==> src/rtl/sobel_pkg.sv <==
// Shared types and helpers for the Sobel read path: bank-count derivation,
// the per-request tag that travels alongside a memory read, and endian codes.
package sobel_pkg;

    // Widest bank index supported (NUM_BANKS up to 8).
    localparam int MAX_BANK_BITS = 3;

    // Endian mode encoding of the per-request endian flag.
    localparam logic ENDIAN_LITTLE = 1'b0;
    localparam logic ENDIAN_BIG    = 1'b1;

    // Travels with every accepted request until its memory data returns.
    typedef struct packed {
        logic                     valid;
        logic [MAX_BANK_BITS-1:0] bank;
        logic                     offset;
        logic                     big_endian;
    } tag_t;

    // log2 of the bank count (bank count is a power of two, 2..8).
    function automatic int bank_bits(input int num_banks);
        int n;
        n = 0;
        for (int i = 0; i < 4; i++) begin
            if ((1 << i) < num_banks) begin
                n = i + 1;
            end
        end
        return n;
    endfunction

endpackage

==> src/rtl/sobel_rdata_fifo.sv <==
// Small synchronous FIFO holding realigned read words until the consumer
// takes them. The head reads as zero when empty; clear empties it at the edge.
module sobel_rdata_fifo #(
    parameter int WIDTH = 32,
    parameter int DEPTH = 3,
    parameter int CNT_W = $clog2(DEPTH + 1)
) (
    input  logic             clk,
    input  logic             rst_n,
    input  logic             push,
    input  logic             pop,
    input  logic             clear,
    input  logic [WIDTH-1:0] din,
    output logic [WIDTH-1:0] head,
    output logic [CNT_W-1:0] count
);

    localparam int PTR_W = (DEPTH > 1) ? $clog2(DEPTH) : 1;

    logic [WIDTH-1:0] mem_q [DEPTH];
    logic [PTR_W-1:0] wr_q, wr_d, rd_q, rd_d;
    logic [CNT_W-1:0] count_q, count_d;

    // Pointers wrap at DEPTH, which need not be a power of two.
    function automatic logic [PTR_W-1:0] ptr_inc(input logic [PTR_W-1:0] p);
        return (p == PTR_W'(DEPTH - 1)) ? '0 : p + 1'b1;
    endfunction

    // Next-state for pointers and occupancy; clear takes priority.
    always_comb begin
        wr_d    = wr_q;
        rd_d    = rd_q;
        count_d = count_q;
        if (clear) begin
            wr_d    = '0;
            rd_d    = '0;
            count_d = '0;
        end else begin
            if (push) wr_d = ptr_inc(wr_q);
            if (pop)  rd_d = ptr_inc(rd_q);
            if (push && !pop) begin
                count_d = count_q + 1'b1;
            end else if (pop && !push) begin
                count_d = count_q - 1'b1;
            end
        end
    end

    // Control state register.
    always_ff @(posedge clk or negedge rst_n) begin
        if (!rst_n) begin
            wr_q    <= '0;
            rd_q    <= '0;
            count_q <= '0;
        end else begin
            wr_q    <= wr_d;
            rd_q    <= rd_d;
            count_q <= count_d;
        end
    end

    // Storage write; data is not reset, emptiness is tracked by count.
    always_ff @(posedge clk) begin
        if (push && !clear) begin
            mem_q[wr_q] <= din;
        end
    end

    assign head  = (count_q != '0) ? mem_q[rd_q] : '0;
    assign count = count_q;

endmodule

==> src/rtl/sobel_read_aligner.sv <==
// Converts byte-granular unaligned read requests into per-bank word
// addresses, realigns the fixed-latency bank data into address order with a
// per-request endian mode, and buffers results behind a credit-checked FIFO.
module sobel_read_aligner
    import sobel_pkg::*;
#(
    parameter int ADDR_WIDTH  = 32,
    parameter int NUM_BANKS   = 4,
    parameter int OUT_BYTES   = 4,
    parameter int MEM_LATENCY = 1
) (
    input  logic                            clk,
    input  logic                            reset,
    input  logic                            req_valid,
    output logic                            req_ready,
    input  logic [ADDR_WIDTH-1:0]           req_addr,
    input  logic                            req_big_endian,
    input  logic                            flush,
    output logic                            mem_rd_en,
    output logic [ADDR_WIDTH*NUM_BANKS-1:0] mem_addr,
    input  logic [16*NUM_BANKS-1:0]         mem_rdata,
    output logic                            out_valid,
    input  logic                            out_ready,
    output logic [8*OUT_BYTES-1:0]          out_data
);

    localparam int BANK_BITS = bank_bits(NUM_BANKS);
    localparam int DEPTH     = MEM_LATENCY + 2;
    localparam int NBYTES    = 2 * NUM_BANKS;
    localparam int CNT_W     = $clog2(DEPTH + 1);
    localparam int SUM_W     = 4;

    logic                  accept;
    logic                  byte_off;
    logic [BANK_BITS-1:0]  start_bank;
    logic [ADDR_WIDTH-1:0] row;
    tag_t                  new_tag;
    tag_t                  tag_q [MEM_LATENCY];
    tag_t                  ret_tag;
    logic [SUM_W-1:0]      inflight;
    logic [CNT_W-1:0]      fifo_count;
    logic [8*NBYTES-1:0]   stream;
    logic [8*OUT_BYTES-1:0] aligned;

    assign byte_off   = req_addr[0];
    assign start_bank = req_addr[BANK_BITS:1];
    assign row        = req_addr >> (BANK_BITS + 1);

    // Credits: buffered plus in-flight results may never exceed the FIFO depth.
    assign req_ready = reset && !flush &&
                       ((SUM_W'(fifo_count) + inflight) < SUM_W'(DEPTH));
    assign accept    = req_valid && req_ready;
    assign mem_rd_en = accept;

    // Banks below the starting bank hold the tail of the read on the next row.
    always_comb begin
        mem_addr = '0;
        for (int i = 0; i < NUM_BANKS; i++) begin
            mem_addr[i*ADDR_WIDTH +: ADDR_WIDTH] =
                row + {{(ADDR_WIDTH-1){1'b0}}, (i < int'(start_bank))};
        end
    end

    // Tag captured at accept for realignment when the data returns.
    always_comb begin
        new_tag            = '0;
        new_tag.valid      = accept;
        new_tag.bank       = MAX_BANK_BITS'(start_bank);
        new_tag.offset     = byte_off;
        new_tag.big_endian = req_big_endian;
    end

    // Tag delay line matching the memory latency; flush kills in-flight reads.
    always_ff @(posedge clk or negedge reset) begin
        if (!reset) begin
            for (int k = 0; k < MEM_LATENCY; k++) tag_q[k] <= '0;
        end else if (flush) begin
            for (int k = 0; k < MEM_LATENCY; k++) tag_q[k] <= '0;
        end else begin
            tag_q[0] <= new_tag;
            for (int k = 1; k < MEM_LATENCY; k++) tag_q[k] <= tag_q[k-1];
        end
    end

    assign ret_tag = tag_q[MEM_LATENCY-1];

    // Number of reads issued whose data has not yet entered the FIFO.
    always_comb begin
        inflight = '0;
        for (int k = 0; k < MEM_LATENCY; k++) begin
            inflight = inflight + SUM_W'(tag_q[k].valid);
        end
    end

    // Rotate banks by the start bank and shift one byte for odd addresses,
    // giving bytes in address order; then pick the requested endian order.
    always_comb begin
        int idx;
        stream  = '0;
        aligned = '0;
        for (int k = 0; k < NBYTES; k++) begin
            idx = (2 * int'(ret_tag.bank) + int'(ret_tag.offset) + k) % NBYTES;
            stream[8*k +: 8] = mem_rdata[8*idx +: 8];
        end
        for (int j = 0; j < OUT_BYTES; j++) begin
            if (ret_tag.big_endian == ENDIAN_BIG) begin
                aligned[8*j +: 8] = stream[8*(OUT_BYTES-1-j) +: 8];
            end else begin
                aligned[8*j +: 8] = stream[8*j +: 8];
            end
        end
    end

    sobel_rdata_fifo #(
        .WIDTH (8*OUT_BYTES),
        .DEPTH (DEPTH),
        .CNT_W (CNT_W)
    ) u_fifo (
        .clk   (clk),
        .rst_n (reset),
        .push  (ret_tag.valid),
        .pop   (out_valid && out_ready),
        .clear (flush),
        .din   (aligned),
        .head  (out_data),
        .count (fifo_count)
    );

    assign out_valid = (fifo_count != '0);

endmodule
==> config.mk <==
export PLATFORM = sky130hd
export DESIGN_NAME = sobel_read_aligner
export DESIGN_NICKNAME = d
export VERILOG_FILES = /design/src/rtl/sobel_pkg.sv /design/src/rtl/sobel_rdata_fifo.sv /design/src/rtl/sobel_read_aligner.sv
export SDC_FILE = /design/constraint.sdc
export NUM_CORES = 1
export LEC_CHECK = 0
export ABC_CLOCK_PERIOD_IN_PS = 9800
export CORE_ASPECT_RATIO = 1.25
export CORE_MARGIN = 3
export CORE_UTILIZATION = 51
export CTS_CLUSTER_DIAMETER = 150
export CTS_CLUSTER_SIZE = 40
export DETAILED_ROUTE_END_ITERATION = 6
export PLACE_DENSITY = 0.87
export SLEW_MARGIN = 25
export SYNTH_ARGS = -nofsm -noshare
export SYNTH_HDL_FRONTEND = slang
export SYNTH_SLANG_ARGS = --single-unit
==> constraint.sdc <==
create_clock -name clk -period 9.8 [get_ports clk]
set_input_delay 0.98 -clock clk [delete_from_list [all_inputs] [get_ports clk]]
set_output_delay 0.98 -clock clk [all_outputs]
set_load 0.005 [all_outputs]
==> summary.md <==
| Metric | Value |
|---|---|
| Setup Skew | approximately 4.8 ps |
| GRT Residual Overflow | 0 |
| Adder-Cell Fraction of Synth Area | ~1.7% |
| Yosys warnings | 0 |
| Via count | roughly 7,500 |
| Hold_buf cts | 0 |
| Top-area cell type share of the netlist area | 34.7% |
| Syn-to-layout area delta | 32.2% |
| Pwr per Cell Area | 112 nW/um^2 |
| Synth Flop Type | edfxtp_1 |
| Post-synth EDFFs | 96 |
| Sum Neg Setup Slack | 0 ps |
| Largest family of logic cells by synthesized area | multiplexers |
| DR pass1 iterations | 5 |
| GRT Total Usage | 30.3% |
| Number of DRC markers in iteration 0 | roughly 800 |
| Slowest CP cell | clkdlybuf4s50_1 |
| I/O pin count | 265 |
| First-pass GRT wire length | 41.8 mm |
| Top Usage Layer GRT | met2 |
| Port bufs | roughly 260 |
| Remaining DRCs | 0 |
| Synth area leaders | edfxtp_1, mux4_2, mux2i_1 |
| Share of the yosys chip area belonging to registers | 38.0% |
| H-Tree Depth | 3 |
| Global-route met1 utilization | roughly 34% |
| Setup crit end kind | primary output |
| Final Hold Fails | 0 |
| CTS max path bufs | 2 |
| Row count | 51 |
| Library cells used by synthesis | 44 |
| CP Cell Sequence | clkdlybuf4s50_1 > and2_1 > ha_1 > ha_1 > nand3_1 > nor3_1 > nand4_1 > xnor2_1 > clkdlybuf4s50_1 |
| Max-Cap Viols | 0 |
| Synth Area in Compound Gates | under 10% |
| Wire length per cell | 23.0 microns |
| R2R depth | 5 |
| HP Class | reg2reg |
| Die area | roughly 18,000 sq um |
| Post-route clock period utilization | between 40% and 50% |
| Synthesized cell area | 8310 sq um |
| Post-route design area | 11,000 sq um |
| Routed Antenna Nets | 0 |
| Starting density of the core | 52.7% |
| Clock Sinks | 107 |
| RSZ-0062 raised after global routing | no |
| Xor and xnor area share after synthesis | 9.17% |
| Vias in the first global route | 7,436 |
| Routed vias/inst | a little over 6 |
| Status | complete, no violations |
| Die X | 120 microns |
| Worst stage delay on the critical path | 550 ps |
| Die Y | ~150 microns |
| Post_cts resized | 0 |
| Final net count | roughly 1,100 |
| Worst EP required | 8820 ps |
| Max FO, Critical Path | 8 |
| Met2 Use GR | 53.7% |
| Worst-skew pair later-pin latency | ~340 ps |
| GPL Wtd Cong | approximately 0.97 |
| Met3 Use GR | ~8.1% |
| Worst Hold Depth | 2 |
| Root Driver | clkbuf_16 |
| Yosys reg bits | about 110 |
| DRT Wirelength | 27.8 mm |
| Slew HR | 36.1% |
| Avg Inst Size Synth | roughly 10 sq um |
| Post-synthesis simple-gate area fraction | 15.8% |
| Post-synth top area cell | edfxtp_1 |
| Clock buffer count from CTS | 9 |
| Slew @ Worst Pin | 959 ps |
| DP HPWL | just over 20 mm |
| DP Area | 10,600 sq um |
| Core area | roughly 16,000 sq um |
| Largest net degree at the start of global routing | 68 |
| Cell count after placement | 1,188 |
| Crit Path Category | in2out |
| Minimum clock period | 4880 ps |
| CTS tree | yes |
| Clk slew on worst S/H paths | roughly 70 ps |
| Setup bufs post-CTS | 0 |
| Pleak | 3.75 nW |
| Final setup vio count | 0 |
| Startpoint types | primary input |
| Mux share of post-synthesis cell area | 19.2% |
| Max Freq | 0.205 GHz |
| Antenna violations before repair | 3 |
| CP Data Arrival Time | 3900 ps |
| Share of cells above drive strength 1 | ~7.6% |
| Non-filler cells, final | 1,209 |
| Max-slew violation count | 0 |
| Mapped Cells | 809 |
| Maximum VDD drop | approximately 0.11 mV |
| Ys async rst share | approximately a tenth |
==> critical path, delay by kind of cell <==
| kind | cells | cell delay [ps] |
|---|---|---|
| buf+inv | 2 | 1070 |
| xor+xnor | 1 | 250 |
| simple gates | 4 | 1000 |
| fa+ha+maj | 2 | 610 |
==> stage by stage <==
step | setup WS, ps | power (W) | util (%) | hold slack, ps
2_1_floorplan | 5770 | 0.000730 | - | 566
3_3_place_gp | 4870 | 0.000874 | 67.5 | 615
3_5_place_dp | 4910 | 0.000880 | 67.5 | 643
4_1_cts | 4880 | 0.00122 | 69.4 | 648
5_1_grt | 4750 | 0.00127 | 69.7 | 685
6_report | 4920 | 0.00123 | 69.7 | 649
==> synth_stat cells (4+ instances only) <==
cell,n
nor2_1,110
edfxtp_1,96
mux2i_1,65
nand2_1,63
xnor2_1,54
buf_4,43
a21oi_1,37
mux4_2,35
clkbuf_1,32
nand4_1,29
o22ai_1,29
a221o_1,28
xor2_1,28
nor3_1,24
buf_2,22
nand3_1,13
dfrtp_1,11
ha_1,11
nor4_1,9
inv_1,8
buf_1,6
nor2b_1,6
and4_1,5
mux4_1,5
and2_1,4
==> cell usage in the layout (no fill, tap or decap), types with 3 or more instances in the layout <==
cell type and count:
clkbuf_16 9, xor2_1 28, buf_4 9, nor2_1 107, mux2i_1 65, nor4_1 9, nor2_2 3, nor3_1 23
or3_1 3, a21oi_1 37, o22ai_1 29, ha_1 11, nand4_1 29, nand2b_1 3, nand3_1 13, conb_1 9
nand2_1 63, nand3b_1 3, mux4_2 35, inv_1 8, a221o_1 28, o21ai_0 3, clkdlybuf4s50_1 255, edfxtp_1 96
xnor2_1 54, mux4_1 5, diode_2 4, nor2b_1 6, dfrtp_1 10, and2_1 4, and3_1 3, and4_1 5
inv_6 3
==> kinds of logic after synthesis <==
logic type / Yosys count
and+or+nand+nor: 282
buffers and inverters: 114
muxes: 107
DFF: 107
AOI/OAI and AO/OA: 103
xor gates and xnor gates: 84
adders and majority gates: 11
other: 1
==> final cells by class <==
cell class | instances | area, sq um
fill | 1152 | 4770
multi-input combinational | 596 | 4570
sequential | 107 | 3160
timing repair buffer | 265 | 2650
tap | 212 | 265
clock buffer | 9 | 225
clock inverter | 7 | 70.1
inverter | 9 | 33.8
antenna | 4 | 10.0
==> flip-flops by register name, indices dropped and copies added (netlist names) <==
| register | flops |
|---|---|
| u_fifo.rd_q | 2 |
| ret_tag | 5 |
| u_fifo.count | 2 |
| u_fifo.mem_q | 96 |
| u_fifo.wr_q | 2 |
==> per-layer routing <==
layer | routed length, microns | vias to the layer above
met3 | 2810 | 91
met2 | 14400 | 477
li1 | - | 3340
met1 | 9380 | 3567
met5 | 7 | -
met4 | 1230 | 2
==> worst paths after layout <==
| path | from | to | slack (ps) |
|---|---|---|---|
| setup / recovery | req_addr[2] | mem_addr[82] | 4920 |
| hold / removal | u_fifo.wr_q[1] | u_fifo.wr_q[1] | 650 |
| setup reg to reg | ret_tag[2] | u_fifo.mem_q[0][22] | 6000 |
| hold reg to reg | u_fifo.wr_q[1] | u_fifo.wr_q[1] | 650 |
| max in group asynchronous | reset | u_fifo.rd_q[1] | 8380 |
| min in group asynchronous | reset | ret_tag[0] | 1000 |
==> power by group <==
| group | switching [W] | internal (W) |
|---|---|---|
| clock network | 0.000168 | 0.000179 |
| logic | 0.000175 | 0.000183 |
| registers | 0.00000560 | 0.000518 |
| total | 0.000349 | 0.000880 |
Note: power is estimated with default switching activity, not from simulation.
